<file path="src/rtl/cp0_pkg.sv">
// Shared CP0 definitions: mfc0 read selects, cause codes and Status bit positions.
package cp0_pkg;

  typedef enum logic [1:0] {
    MFC0_NONE = 2'b00,
    MFC0_STA  = 2'b01,
    MFC0_CAU  = 2'b10,
    MFC0_EPC  = 2'b11
  } mfc0_sel_e;

  localparam logic [31:0] CAUSE_INT = 32'h0000_0000;
  localparam logic [31:0] CAUSE_OV  = 32'h0000_0004;

  localparam int unsigned IE_BIT_DEF  = 9;
  localparam int unsigned PIE_BIT_DEF = 10;

endpackage

</file>
<file path="src/rtl/irq_sync.sv">
// External interrupt front end: synchroniser, rising-edge detect and pending latch.
module irq_sync #(
  parameter int unsigned SYNC_STAGES = 2
) (
  input  logic Clk,
  input  logic Clrn,
  input  logic Ext_irq,
  input  logic Inta,
  output logic Intr
);

  logic [SYNC_STAGES-1:0] sync_q, sync_d;
  logic                   prev_q, prev_d;
  logic                   pend_q, pend_d;
  logic                   rise;

  always_comb begin
    sync_d = {sync_q[SYNC_STAGES-2:0], Ext_irq};
    prev_d = sync_q[SYNC_STAGES-1];
    rise   = sync_q[SYNC_STAGES-1] & ~prev_q;
    // A fresh edge beats a same-cycle acknowledge so the new request survives.
    pend_d = rise | (pend_q & ~Inta);
  end

  always_ff @(posedge Clk or negedge Clrn) begin
    if (!Clrn) begin
      sync_q <= '0;
      prev_q <= 1'b0;
      pend_q <= 1'b0;
    end else begin
      sync_q <= sync_d;
      prev_q <= prev_d;
      pend_q <= pend_d;
    end
  end

  assign Intr = pend_q;

endmodule

</file>
<file path="src/rtl/cp0_regs.sv">
// Coprocessor-0 Status/Cause/EPC register file with mfc0 read port and interrupt front end.
module cp0_regs
  import cp0_pkg::*;
#(
  parameter logic [31:0] STA_RESET   = 32'h0000_0000,
  parameter int unsigned IE_BIT      = IE_BIT_DEF,
  parameter int unsigned PIE_BIT     = PIE_BIT_DEF,
  parameter int unsigned SYNC_STAGES = 2
) (
  input  logic        Clk,
  input  logic        Clrn,
  input  logic        Ext_irq,
  input  logic        Inta,
  output logic        Intr,
  input  logic        Wsta,
  input  logic        Wcau,
  input  logic        Wepc,
  input  logic        Mtc0,
  input  logic [31:0] Cause_in,
  input  logic [31:0] Wdata,
  input  logic [31:0] Pc,
  input  logic [31:0] Npc,
  input  logic        Eret,
  input  logic [1:0]  Mfc0,
  output logic [31:0] Rdata,
  output logic [31:0] Sta,
  output logic [31:0] Cause,
  output logic [31:0] Epc
);

  logic [31:0] sta_q, sta_d;
  logic [31:0] cau_q, cau_d;
  logic [31:0] epc_q, epc_d;
  logic        entry;

  irq_sync #(
    .SYNC_STAGES(SYNC_STAGES)
  ) u_irq_sync (
    .Clk    (Clk),
    .Clrn   (Clrn),
    .Ext_irq(Ext_irq),
    .Inta   (Inta),
    .Intr   (Intr)
  );

  assign entry = Wepc & ~Mtc0;

  // Priority per register: exception entry, then mtc0, then eret (Status only).
  always_comb begin
    sta_d = sta_q;
    cau_d = cau_q;
    epc_d = epc_q;
    if (entry) begin
      sta_d[PIE_BIT] = sta_q[IE_BIT];
      sta_d[IE_BIT]  = 1'b0;
      epc_d          = (Cause_in == CAUSE_INT) ? Npc : Pc;
      if (Wcau) begin
        cau_d = Cause_in;
      end
    end else if (Mtc0) begin
      if (Wsta) begin
        sta_d = Wdata;
      end else if (Eret) begin
        sta_d[IE_BIT] = sta_q[PIE_BIT];
      end
      if (Wcau) begin
        cau_d = Wdata;
      end
      if (Wepc) begin
        epc_d = Wdata;
      end
    end else if (Eret) begin
      sta_d[IE_BIT] = sta_q[PIE_BIT];
    end
  end

  always_ff @(posedge Clk or negedge Clrn) begin
    if (!Clrn) begin
      sta_q <= STA_RESET;
      cau_q <= '0;
      epc_q <= '0;
    end else begin
      sta_q <= sta_d;
      cau_q <= cau_d;
      epc_q <= epc_d;
    end
  end

  always_comb begin
    Rdata = '0;
    case (mfc0_sel_e'(Mfc0))
      MFC0_STA: Rdata = sta_q;
      MFC0_CAU: Rdata = cau_q;
      MFC0_EPC: Rdata = epc_q;
      default:  Rdata = '0;
    endcase
  end

  assign Sta   = sta_q;
  assign Cause = cau_q;
  assign Epc   = epc_q;

endmodule
</file>
<file path="config.mk">
export PLATFORM = sky130hd
export DESIGN_NAME = cp0_regs
export DESIGN_NICKNAME = d
export VERILOG_FILES = /design/src/rtl/cp0_pkg.sv /design/src/rtl/irq_sync.sv /design/src/rtl/cp0_regs.sv
export SDC_FILE = /design/constraint.sdc
export NUM_CORES = 1
export LEC_CHECK = 0
export BUFFER_PORTS_ARGS = -buffer_cell sky130_fd_sc_hd__buf_2
export CAP_MARGIN = 20
export CORE_AREA = 5 5 135 105
export CTS_CLUSTER_DIAMETER = 50
export DETAILED_ROUTE_END_ITERATION = 8
export DIE_AREA = 0 0 140 110
export PLACE_DENSITY = 0.81
export REMOVE_ABC_BUFFERS = 1
export SLEW_MARGIN = 20
export SYNTH_ARGS = -nofsm -noshare
export SYNTH_HDL_FRONTEND = slang
export SYNTH_SLANG_ARGS = --single-unit
</file>
<file path="constraint.sdc">
create_clock -name Clk -period 1.75 [get_ports Clk]
set_input_delay 0.35 -clock Clk [delete_from_list [all_inputs] [get_ports Clk]]
set_output_delay 0.35 -clock Clk [all_outputs]
set_load 0.02 [all_outputs]
</file>
==> metrics.md <==
| Metric | Value |
|---|---|
| Status | `complete, no violations` |
| Worst reg-to-reg setup slack | `0.79 ns` |
| WL met2 | `9874 um` |
| R2R cell count | `3` |
| Avg Vias per Cell | `5.420` |
| Max_cap viols | `0` |
| Clock sink count | `100` |
| Average cell area after synthesis | `9.578 um^2` |
| Inserted Diodes | `0` |
| Met3 WL | `1568 um` |
| DRT Pass-1 Iters | `5` |
| #FFs+latches synth | `100` |
| Die X | `140 um` |
| Share of cells above drive strength 1 | `44.60%` |
| CP most frequent cell | `buf_6` |
| Register share of total power | `39.6%` |
| Mapped Area | `5938 um^2` |
| FP Rows | `36` |
| Unrepaired setup endpoints after global routing | `yes` |
| GRT Residual Overflow | `0` |
| PortBufs | `267` |
| YS warnings | `0` |
| Register area share after synthesis | `42.14%` |
| Nets | `1,042` |
| CTS root buf | `clkbuf_16` |
| Slew Limit Headroom | `69.30%` |
| Sw Ratio | `33.53%` |
| Fmax | `575.9 MHz` |
| WL final | `20,110 um` |
| Largest net degree at the start of global routing | `51` |
| Comb pwr share | `31.6%` |
| Clock tree buffer depth | `2` |
| Cells after Synth | `620` |
| Area of the die | `15,400 um^2` |
| Crit path cell chain | `buf_6 > buf_12 > mux2_2 > a22o_1 > buf_6` |
| Hold depth | `1` |
| Setup CP Type | `input port to output pin` |
| Worst hold path endpoint | `u_irq_sync.sync_q[0]$_DFF_PN0_` |
| Least-Margin Pin Slew | `0.4562 ns` |
| DR iter-0 viols | `321` |
| Hold Path Class | `input port to register` |
| CP top delay family | `buffers and inverters` |
| CP required | `1.40 ns` |
| Area grow syn2layout | `39.93%` |
| Critical Path Source Type | `input port` |
| Total number of vias | `5,848` |
| Vias in the first global route | `5,536` |
| Synth top area cells | `dfrtp_1 (42%), o21ai_0 (13%), mux2_2 (12%)` |
| Final setup violating endpoints | `0` |
| Sequential Area | `2502 um^2` |
| Multi-input logic area | `2988 um^2` |
| Hold path startpoint | `Ext_irq` |
| Drt wl/cell | `18.63 um` |
| H-tree depth | `3` |
| WL met1 | `8455 um` |
| Routability cong. | `0.9021` |
| TritonCTS clock tree | `built` |
| Clock network power share | `28.9%` |
| Hold Fails Final Rpt | `0` |
| Die height | `110 um` |
| Fin. max-slew vios | `0` |
| Most frequent cells in the layout | `buf_2 (248), o21ai_0 (150), dfrtp_1 (100)` |
| Filler cell count | `1,058` |
| Commonest non-fill, non-tap cell in the layout | `buf_2` |
| VDD IR max | `0.6380 mV` |
| Yosys top cell by area | `dfrtp_1` |
| Tmin final | `1.736 ns` |
| Hold slack final | `0.1152 ns` |
| Uppermost routed layer | `met4` |
| Initial antenna violation count | `0` |
| Layout Skew | `0.001852 ns` |
| Total CTS buffers | `9` |
| Stages on worst setup path | `5` |
| Core area | `12,700 um^2` |
| Critical R2R Launch | `Epc[12]$_DFFE_PN0P_` |
| First-pass GRT wire length | `29,200 um` |
| Power Total | `7236 uW` |
| Starting density of the core | `46.75%` |
| Sw Pwr | `2426 uW` |
| Post-synth top area share | `42.14%` |
| Crit Path Max Fanout | `15` |
| DP HPWL | `14,120 um` |
| Distinct cells, synth | `24` |
| Fin crit share | `99.22%` |
| Critical Path AT | `1.39 ns` |
| CP endpoint kind | `output pin` |
| Clock transition at the registers of the reported paths | `0.07 ns` |
| Slowest-stage cell, CP | `mux2_2` |
| Worst reg2reg endpoint | `Epc[12]$_DFFE_PN0P_` |
| Worst skew pair latency | `0.33 ns` |
| Gr usage total | `23.60%` |
| Crit-path max cell delay | `0.35 ns` |
| Leakage | `0.004090 uW` |
| Internal | `4810 uW` |
| IO Count | `268` |
| PD cells | `870.9 nW/um^2` |
| CP bufs+invs | `3` |
| Residual DRC | `0` |
| Antenna-violating nets left | `0` |
per-stage QoR:
stage | setup TNS, ns | std cells | setup slack, ns | utilization (%) | instance area [um^2]
5_1_grt | -0.1227 | 1079 | -0.02314 | 65.42 | 8309
3_3_place_gp | -10.77 | 1036 | -0.3474 | 60.03 | 7625
4_1_cts | -0.003043 | 1054 | -0.003043 | 62.85 | 7984
6_report | 0 | 1079 | 0.01365 | 65.42 | 8309
2_1_floorplan | -62.11 | 570 | -1.319 | - | 5677
3_5_place_dp | -11.14 | 1036 | -0.3931 | 60.03 | 7625
cells in the mapped netlist (all sizes together):
master,number
nor4,8
mux2,62
dfrtp,100
clkbuf,29
a32oi,1
a22o,32
nand2,34
nand4,2
mux2i,65
a211oi,1
o21ai,162
nor2b,2
inv,66
nor2,2
a21boi,32
o22ai,1
buf,21
state kept, by name, indices dropped and copies added (netlist names):
| name | count |
|---|---|
| Epc | 32 |
| Sta | 32 |
| u_irq_sync.Intr | 1 |
| u_irq_sync.sync_q | 2 |
| Cause | 32 |
| u_irq_sync.prev_q | 1 |
worst max path at each step:
stage / from / slack, ns / endpoint
after floorplan: Mtc0 / -1.32 / Cause[0]$_DFFE_PN0P_
after global placement: Cause_in[5] / -0.35 / Epc[2]$_DFFE_PN0P_
after detailed placement: Cause_in[5] / -0.39 / Epc[14]$_DFFE_PN0P_
after CTS: Mfc0[0] / -0.003 / Rdata[11]
after global routing: Epc[29]$_DFFE_PN0P_ / -0.02 / Rdata[29]
final: Mfc0[0] / 0.01 / Rdata[22]
power by group through the flow:
stage               Combinational (uW)  Clock [uW]  Sequential [uW]
floorplan                          798           0             3210
global placement                  2040           0             2890
detailed placement                2090           0             2910
CTS                               2120        2130             2870
global route                      2460        2230             2900
finish                            2280        2090             2860
repair_timing:
action / CTS / global route
setup buffers: 1 / 21
gates cloned: 0 / 4
setup endpoints to repair: 16 / 52
resized for setup: 10 / 25
endpoints found under the hold margin: 23 / 0
pin swaps: 0 / 1
hold buffers: 1 / 0
cell families (layout without fill, tap and decap cells):
logic type	Yosys count	count (layout)	share of synthesized area [%]
compound gates	229	229	22.86
mux	127	127	22.71
buf+inv	116	404	8.576
flops	100	100	42.14
simple gates	48	48	3.708
cell type report:
cell class,count,share of cell area [%]
multi-input combinational,404,35.96
clock inverter,4,0.6776
sequential,100,30.12
timing repair buffer,322,24.60
inverter,66,2.981
clock buffer,12,3.087
tap,171,2.575
metal layers:
metal / GRT usage [%] / up-vias
met2: 40.43 / 279
met5: 0 / -
met1: 31.05 / 2791
li1: - / 2758
met3: 5.175 / 20
met4: 5.394 / 0
No activity file was read; power rests on OpenSTA's default activity.
